--- src/rtl/debounce_pkg.sv ---
// Shared definitions for the debounce scheduler: FSM encoding and a clog2 helper.
package debounce_pkg;

  typedef enum logic [1:0] {
    ST_IDLE  = 2'd0,
    ST_COUNT = 2'd1,
    ST_CHECK = 2'd2
  } state_t;

  // Ceiling log2, never less than 1 so every derived vector has a legal width.
  function automatic int clog2(input int value);
    int result;
    result = 0;
    for (int v = value - 1; v > 0; v = v >> 1) begin
      result++;
    end
    if (result == 0) begin
      result = 1;
    end
    return result;
  endfunction

endpackage

--- src/rtl/debounce_timer.sv ---
// Shared stability timer: counts while enabled and parks at COUNT_MAX-1.
module debounce_timer
  import debounce_pkg::*;
#(
  parameter int COUNT_MAX = 500000
) (
  input  logic clk,
  input  logic reset,
  input  logic clear,
  input  logic en,
  output logic done
);

  localparam int CNT_W = clog2(COUNT_MAX + 1);

  logic [CNT_W-1:0] r_count;
  logic             w_done;

  assign w_done = (r_count == CNT_W'(COUNT_MAX - 1));
  assign done   = w_done;

  // Counter: cleared on each grant, saturates at the terminal value so it never wraps.
  always_ff @(posedge clk) begin
    if (reset) begin
      r_count <= '0;
    end else if (clear) begin
      r_count <= '0;
    end else if (en && !w_done) begin
      r_count <= r_count + CNT_W'(1);
    end
  end

endmodule

--- src/rtl/debounce_scheduler.sv ---
// Time-shares one debounce timer across N buttons with a round-robin grant.
module debounce_scheduler
  import debounce_pkg::*;
#(
  parameter  int N         = 4,
  parameter  int COUNT_MAX = 500000,
  localparam int IDX_W     = clog2(N)
) (
  input  logic             clk,
  input  logic             reset,
  input  logic [N-1:0]     btn_in,
  output logic [N-1:0]     btn_level,
  output logic [N-1:0]     btn_pulse,
  output logic             busy,
  output logic [IDX_W-1:0] grant_idx
);

  state_t           r_state, w_state_next;
  logic [N-1:0]     r_sync1, r_sync2;
  logic [N-1:0]     r_level, w_level_next;
  logic [N-1:0]     r_pulse, w_pulse_next;
  logic             r_busy;
  logic [IDX_W-1:0] r_grant, w_grant_next;
  logic [IDX_W-1:0] r_rr_ptr, w_rr_next;
  logic [N-1:0]     w_mismatch;
  logic             w_found;
  logic [IDX_W-1:0] w_sel;
  logic [IDX_W-1:0] w_cand;
  logic             w_tmr_clear, w_tmr_en, w_tmr_done;

  generate
    for (genvar gi = 0; gi < N; gi++) begin : g_sync
      // Two-flop synchroniser for the raw, asynchronous button level.
      always_ff @(posedge clk) begin
        if (reset) begin
          r_sync1[gi] <= 1'b0;
          r_sync2[gi] <= 1'b0;
        end else begin
          r_sync1[gi] <= btn_in[gi];
          r_sync2[gi] <= r_sync1[gi];
        end
      end
      assign w_mismatch[gi] = r_sync2[gi] ^ r_level[gi];
    end
  endgenerate

  // Round-robin search: first mismatching input starting just after the last owner.
  always_comb begin
    w_found = 1'b0;
    w_sel   = '0;
    w_cand  = '0;
    for (int k = 1; k <= N; k++) begin
      w_cand = IDX_W'((int'(r_rr_ptr) + k) % N);
      if (!w_found && w_mismatch[w_cand]) begin
        w_found = 1'b1;
        w_sel   = w_cand;
      end
    end
  end

  debounce_timer #(
    .COUNT_MAX(COUNT_MAX)
  ) u_timer (
    .clk  (clk),
    .reset(reset),
    .clear(w_tmr_clear),
    .en   (w_tmr_en),
    .done (w_tmr_done)
  );

  // Next-state logic: grant, count/abort, then commit the level and maybe pulse.
  always_comb begin
    w_state_next = r_state;
    w_grant_next = r_grant;
    w_rr_next    = r_rr_ptr;
    w_level_next = r_level;
    w_pulse_next = '0;
    w_tmr_clear  = 1'b0;
    w_tmr_en     = 1'b0;
    case (r_state)
      ST_IDLE: begin
        if (w_found) begin
          w_grant_next = w_sel;
          w_tmr_clear  = 1'b1;
          w_state_next = ST_COUNT;
        end
      end
      ST_COUNT: begin
        w_tmr_en = 1'b1;
        // A bounce back to the committed level wins over timer expiry.
        if (!w_mismatch[r_grant]) begin
          w_rr_next    = r_grant;
          w_state_next = ST_IDLE;
        end else if (w_tmr_done) begin
          w_state_next = ST_CHECK;
        end
      end
      ST_CHECK: begin
        if (w_mismatch[r_grant]) begin
          w_level_next[r_grant] = ~r_level[r_grant];
          if (!r_level[r_grant]) begin
            w_pulse_next[r_grant] = 1'b1;
          end
        end
        w_rr_next    = r_grant;
        w_state_next = ST_IDLE;
      end
      default: begin
        w_state_next = ST_IDLE;
      end
    endcase
  end

  // State and output registers; busy is registered alongside the state.
  always_ff @(posedge clk) begin
    if (reset) begin
      r_state  <= ST_IDLE;
      r_grant  <= '0;
      r_rr_ptr <= '0;
      r_level  <= '0;
      r_pulse  <= '0;
      r_busy   <= 1'b0;
    end else begin
      r_state  <= w_state_next;
      r_grant  <= w_grant_next;
      r_rr_ptr <= w_rr_next;
      r_level  <= w_level_next;
      r_pulse  <= w_pulse_next;
      r_busy   <= (w_state_next != ST_IDLE);
    end
  end

  assign btn_level = r_level;
  assign btn_pulse = r_pulse;
  assign busy      = r_busy;
  assign grant_idx = r_grant;

endmodule
--- config.mk ---
export PLATFORM = sky130hd
export DESIGN_NAME = debounce_scheduler
export DESIGN_NICKNAME = d
export VERILOG_FILES = /design/src/rtl/debounce_pkg.sv /design/src/rtl/debounce_timer.sv /design/src/rtl/debounce_scheduler.sv
export SDC_FILE = /design/constraint.sdc
export NUM_CORES = 1
export LEC_CHECK = 0
export CORE_UTILIZATION = 26
export CTS_BUF_LIST = sky130_fd_sc_hd__clkbuf_16
export DETAILED_ROUTE_END_ITERATION = 12
export PLACE_DENSITY_LB_ADDON = 0.05
export SLEW_MARGIN = 20
export SYNTH_ARGS = -nofsm -noshare
export SYNTH_HDL_FRONTEND = slang
export SYNTH_SLANG_ARGS = --single-unit
--- constraint.sdc ---
create_clock -name clk -period 1.75 [get_ports clk]
set_input_delay 0.525 -clock clk [delete_from_list [all_inputs] [get_ports clk]]
set_output_delay 0.525 -clock clk [all_outputs]
set_load 0.05 [all_outputs]
* Word level (Yosys, flattened, before mapping) *
Cells that the tools add are included.

storage, ports and cells
  bits in read-only memories = 0
  logic and storage cells = 86
  memories kept = 0
  input bits = 6
  RAM bits = 0
  flip-flop bits (word level) = 42
  output and inout port bits = 11
  bits in latches = 0

operators by class
  reduce and logical (&&, ||, !) cells = 17
  mux-type cells = 32
  shift-type cells = 0
  magnitude comparators = 6
  add/subtract/negate cells = 5
  eq/ne operators = 4
  divide/modulo/power cells = 0
  bitwise logic cells = 7
  multiply operators = 0

operators with widths
  kind                   count
  $add 19x1->19 const B  1
  $eq 19x19->1 const B   1
  $mux 2                 8
  $lt 2x3->1 const B     5
  $mux 1                 14
  $bmux 1 s2             6
  $pmux 2 s2             2
  $reduce_and 2->1       3
  $logic_and 1x1->1      5
  $add 2x1->2 const B    2
  $add 2x2->2 const B    2
  $bwmux 4               1
  $logic_not 1->1        4
  $reduce_bool 2->1      2
  $reduce_or 4->1        1
  $xor 1x1->1            4
  $not 1->1              3
  $demux 1 s2            1
  $eq 2x1->1 const B     1
  $eq 2x2->1 const B     1
  $ge 2x1->1 const B     1
  $logic_not 2->1        1
  $ne 2x2->1 const B     1
  $reduce_or 2->1        1

* Logic depth before layout (Yosys ltp) *
  depth after elaboration = 16
  mapped depth = 7
  depth with buffers taken out = 6

* Cells and area by module *
From an unflattened synthesis, not the netlist that was laid out.

second synthesis, totals
  cells, all modules = 222
  area total of the unflattened synthesis = 2055.7 µm²

modules (own cells, without submodules)
  module              times used  cells each  area each (µm²)  sequential area each (µm²)
  debounce_scheduler  1           108         1066.0           460.4
  debounce_timer      1           114         989.7            380.4

* Least setup slack after synthesis *
Ideal clock, no wire load.

  path kind = register to register
  from = reg r_grant[0] (netlist: grant_idx[0])
  to = reg r_rr_ptr[0]
  required time = 1618 ps
  cell stages (with the launch flop) = 6
  library setup time = 132 ps
  path slack = -273 ps
  period minus slack after synthesis = 2023 ps
  path buffers = 1
  arrival time = 1891 ps
  cell sequence = dfxtp_1 -> clkbuf_1 -> mux4_1 -> o21a_1 -> o21ai_0 -> a21oi_1

on the way
  longest elaborated chain between the ends = 4
  elaborated cells between the ends (all ways) = 6
  those cells by class = 1 x eq/ne; 4 x mux; 1 x reduce/logical

ends and longest elaborated chain
  item                          RTL line                   source
  from (decl)                   debounce_scheduler.sv:23   logic [IDX_W-1:0] r_grant, w_grant_next;
  from (signal assigned)        debounce_scheduler.sv:125  r_grant <= w_grant_next;
  $bmux 1 s2                    debounce_scheduler.sv:91   if (!w_mismatch[r_grant]) begin
  $mux 1 (not written as such)  debounce_scheduler.sv:91
  $ne 2x2->1 (no line)          -
  $reduce_and 2->1 (no line)    -
  to (signal assigned)          debounce_scheduler.sv:126  r_rr_ptr <= w_rr_next;
  to (decl)                     debounce_scheduler.sv:24   logic [IDX_W-1:0] r_rr_ptr, w_rr_next;

Several ways; a longest one is shown, not always the timed one. The select of a mux whose other input is x is not followed.
A chain may end at the register's enable or synchronous reset.

* Worst setup path in the final report *
  from = reg u_timer.r_count[11]
  to = reg u_timer.r_count[17]

on the way
  longest elaborated chain between the ends = 3
  elaborated cells between the ends (all ways) = 4
  those cells by class = 1 x add/sub; 1 x eq/ne; 2 x reduce/logical

ends and longest elaborated chain
  item                                                   RTL line              source
  from (decl)                                            debounce_timer.sv:16  logic [CNT_W-1:0] r_count;
  from (signal assigned)                                 debounce_timer.sv:29  r_count <= r_count + CNT_W'(1);
  branches (longest 3 deep; another with $add 19x1->19)  -

Several ways; the timed one is not identified.

==> flow_summary.json <==
{
  "pre_cts_slack_ps": 48.1,
  "numPortBuffers": 16,
  "fin_hold_ws_ps": 441,
  "end_kind": "flip-flop",
  "hp-class": "flip-flop to flip-flop",
  "die_area_sq_mm": 0.00740,
  "grt_max_degree": 20,
  "synth-compound-area-share_pct": 9.95,
  "wl_per_cell_microns": 12.2,
  "clock_skew_ps": 4.69,
  "totalWireLength_microns": 4290,
  "synth-simple-area-share_pct": 27.7,
  "period_minus_slack_ps": 1680,
  "grt_pass1_wl_microns": 7600,
  "synth_seq_cells": 42,
  "min_path_cells": 1,
  "numCtsBuffers": 5,
  "ys_types": 37,
  "power_frac_comb_pct": 10.2,
  "finalCritPeriodShare_pct": 95.7,
  "yosysTopAreaCell": "dfxtp_1",
  "area_delta_synth_final_pct": 40.1,
  "cap_violations": 0,
  "yosysWarnings": 0,
  "synth_edf_count": 0,
  "ant_nets": 0,
  "clk_latency_ps": 280,
  "intPower_mw": 1.59,
  "cp-start-kind": "flip-flop",
  "antenna_found_initial": 0,
  "setup_viol": 0,
  "cp.arrival_ps": 1850,
  "ys_async_sr_fraction_pct": 0,
  "synth-main-ff-cell": "dfxtp_1",
  "place.gp.congestion": 0.785,
  "vias": 1540,
  "synthXorXnorAreaFrac_pct": 9.54,
  "syn_inst": 209,
  "cts_root_buf": "clkbuf_16",
  "setup_ws_ps": 74.6,
  "die_y_microns": 86.1,
  "synth.top_cell.area_share_pct": 45.8,
  "syn-num-nets": 216,
  "cts.path.max_buffers": 2,
  "fin_nets": 263,
  "hold_violations": 0,
  "drt-initial-drc-count": 25,
  "diodes": 0,
  "synth_adder_area_share_pct": 0.681,
  "sw_frac_of_total_pct": 23.4,
  "dpl.hpwl_microns": 3080,
  "die_w_microns": 86.1,
  "htreeDepth": 2,
  "drc": 0,
  "r2r_cells": 6,
  "drt_pre_antenna_iters": 4,
  "critPathKind": "flip-flop to flip-flop",
  "p_per_area_mw_per_mm2": 808,
  "synth_top_family_by_area": "simple AND/OR/NAND/NOR gates",
  "p_seq_share_pct": 47.5,
  "ys_seq_area_share_pct": 45.8,
  "relSlewSlack_pct": 69.1,
  "synth_area_leaders": "dfxtp_1 (46%), xnor2_1 (6.2%), nor2_1 (5.3%), nor3_1 (3.5%), nor2b_1 (3.4%)",
  "rows": 30,
  "finalMaxSlewViolations": 0,
  "worstMarginPinSlew_ps": 460,
  "p_leak_nw": 0.948,
  "avgSynthCellArea_sq_um": 8.79,
  "layout-drive-gt1-share_pct": 25.7,
  "cts_tree": "built",
  "io_pins": 17,
  "grt_setup_unrepaired": "true",
  "syn_area_sq_mm": 0.00184,
  "vdd_drop_max_uv": 534,
  "clock_power_share_pct": 42.3,
  "cts.sinks": 42,
  "grt_usage_pct": 13.2,
  "cts_hold_buf": 0,
  "crit_fanout": 4,
  "max_freq_ghz": 0.597,
  "synth_mux_area_share_pct": 2.52,
  "grt_pass1_vias": 1615,
  "core_sq_mm": 0.00679,
  "outcome": "finished, final reports clean",
  "p_switching_uw": 486,
  "start_util_pct": 27.0,
  "viasPerCell": 4.36,
  "critPathRequiredTime_ps": 1920,
  "overflow": 0,
  "path_clk_slew_ps": 60
}
logic make-up after synthesis:
family	Yosys count
AOI/OAI and AO/OA	31
xor gates and xnor gates	20
adders and majority gates	1
buffers and inverters	13
DFF	42
muxes	3
and+or+nand+nor	99
sequential cells by signal, summed over array words and instances, names as in the netlist:
name and flops:
u_timer.r_count 19, btn_level 4, btn_pulse 4, r_sync1 4, r_sync2 4, grant_idx 2, r_rr_ptr 2, r_state 2
busy 1
layout make-up:
type	count	area, sq um
multi-input cells	154	961
well taps	96	120
clock inverters	3	12.5
clock buffers	5	125
fillers	706	4220
inverters	4	15.0
repair buffers	49	480
flip-flops and latches	42	858
final timing paths:
path,startpoint,end,slack (ps)
hold reg to reg,r_sync1[0],r_sync2[0],440
setup / recovery,u_timer.r_count[11],u_timer.r_count[17],70
setup reg to reg,u_timer.r_count[11],u_timer.r_count[17],70
hold / removal,r_sync1[0],r_sync2[0],440
routing by layer:
layer	wire length [microns]	GRT usage, %	vias up
li1	-	-	821
met1	1980	15.5	696
met2	2140	23.3	17
met3	101	3.18	6
met4	74	4.39	0
met5	0	0	-
worst max-delay path, stage by stage (launching register included):
cell and delay, ps:
dfxtp_1 340, buf_4 120, nand3_1 110, or3_1 410, nor4_1 370, xnor2_1 160
nor2_1 50
repair_timing:
item	4_1_cts	5_1_grt
setup buffers	0	1
gates resized for setup	0	10
endpoints found under the setup margin	0	13
stage by stage:
| step | util [%] | cell area, sq um | TNS [ps] | std cells | power, mW |
|---|---|---|---|---|---|
| 2_1_floorplan | - | 1850 | 0 | 209 | 1.13 |
| 6_report | 37.9 | 2570 | 0 | 353 | 2.08 |
| 4_1_cts | 37.2 | 2530 | 0 | 352 | 2.12 |
| 5_1_grt | 37.9 | 2570 | -98.9 | 353 | 2.18 |
| 3_5_place_dp | 35.2 | 2390 | 0 | 344 | 1.22 |
| 3_3_place_gp | 35.2 | 2390 | 0 | 344 | 1.22 |
cells in the final DEF, fill, tap and decap left out, drive strengths merged, types with 3 or more instances in the layout:
cell and instances:
xnor2 13, xor2 7, nor3 13, clkbuf 5, nor2b 10, inv 5
clkdlybuf4s50 5, or3 3, nand4 3, buf 44, nor2 26, a21oi 11
dfxtp 42, o22ai 3, o21a 3, nor4 5, o21ai 8, nand3 12
nand2 12, nand2b 4
power by group through the flow:
stage / registers (mW) / clock network, mW / logic (mW)
after global routing: 0.990 / 0.958 / 0.230
after CTS: 0.988 / 0.916 / 0.212
after floorplan: 1.03 / 0 / 0.100
after detailed placement: 1.01 / 0 / 0.211
after global placement: 1.01 / 0 / 0.213
final: 0.988 / 0.880 / 0.212
cells in the mapped netlist (2+ instances only):
cell / instances
o22ai_1: 3
a211oi_1: 2
nor3_1: 13
o21ai_0: 8
nor2_1: 26
nand2_1: 12
clkbuf_1: 5
o31ai_1: 2
and4_1: 2
nand2b_1: 4
dfxtp_1: 42
or4_1: 2
nand4_1: 3
inv_1: 4
nor2b_1: 10
nand3_1: 12
a21oi_1: 11
mux2i_1: 2
o21a_1: 3
or3_1: 3
xnor2_1: 13
buf_2: 2
nor4_1: 5
xor2_1: 7
Note: power is estimated with default switching activity, not from simulation.
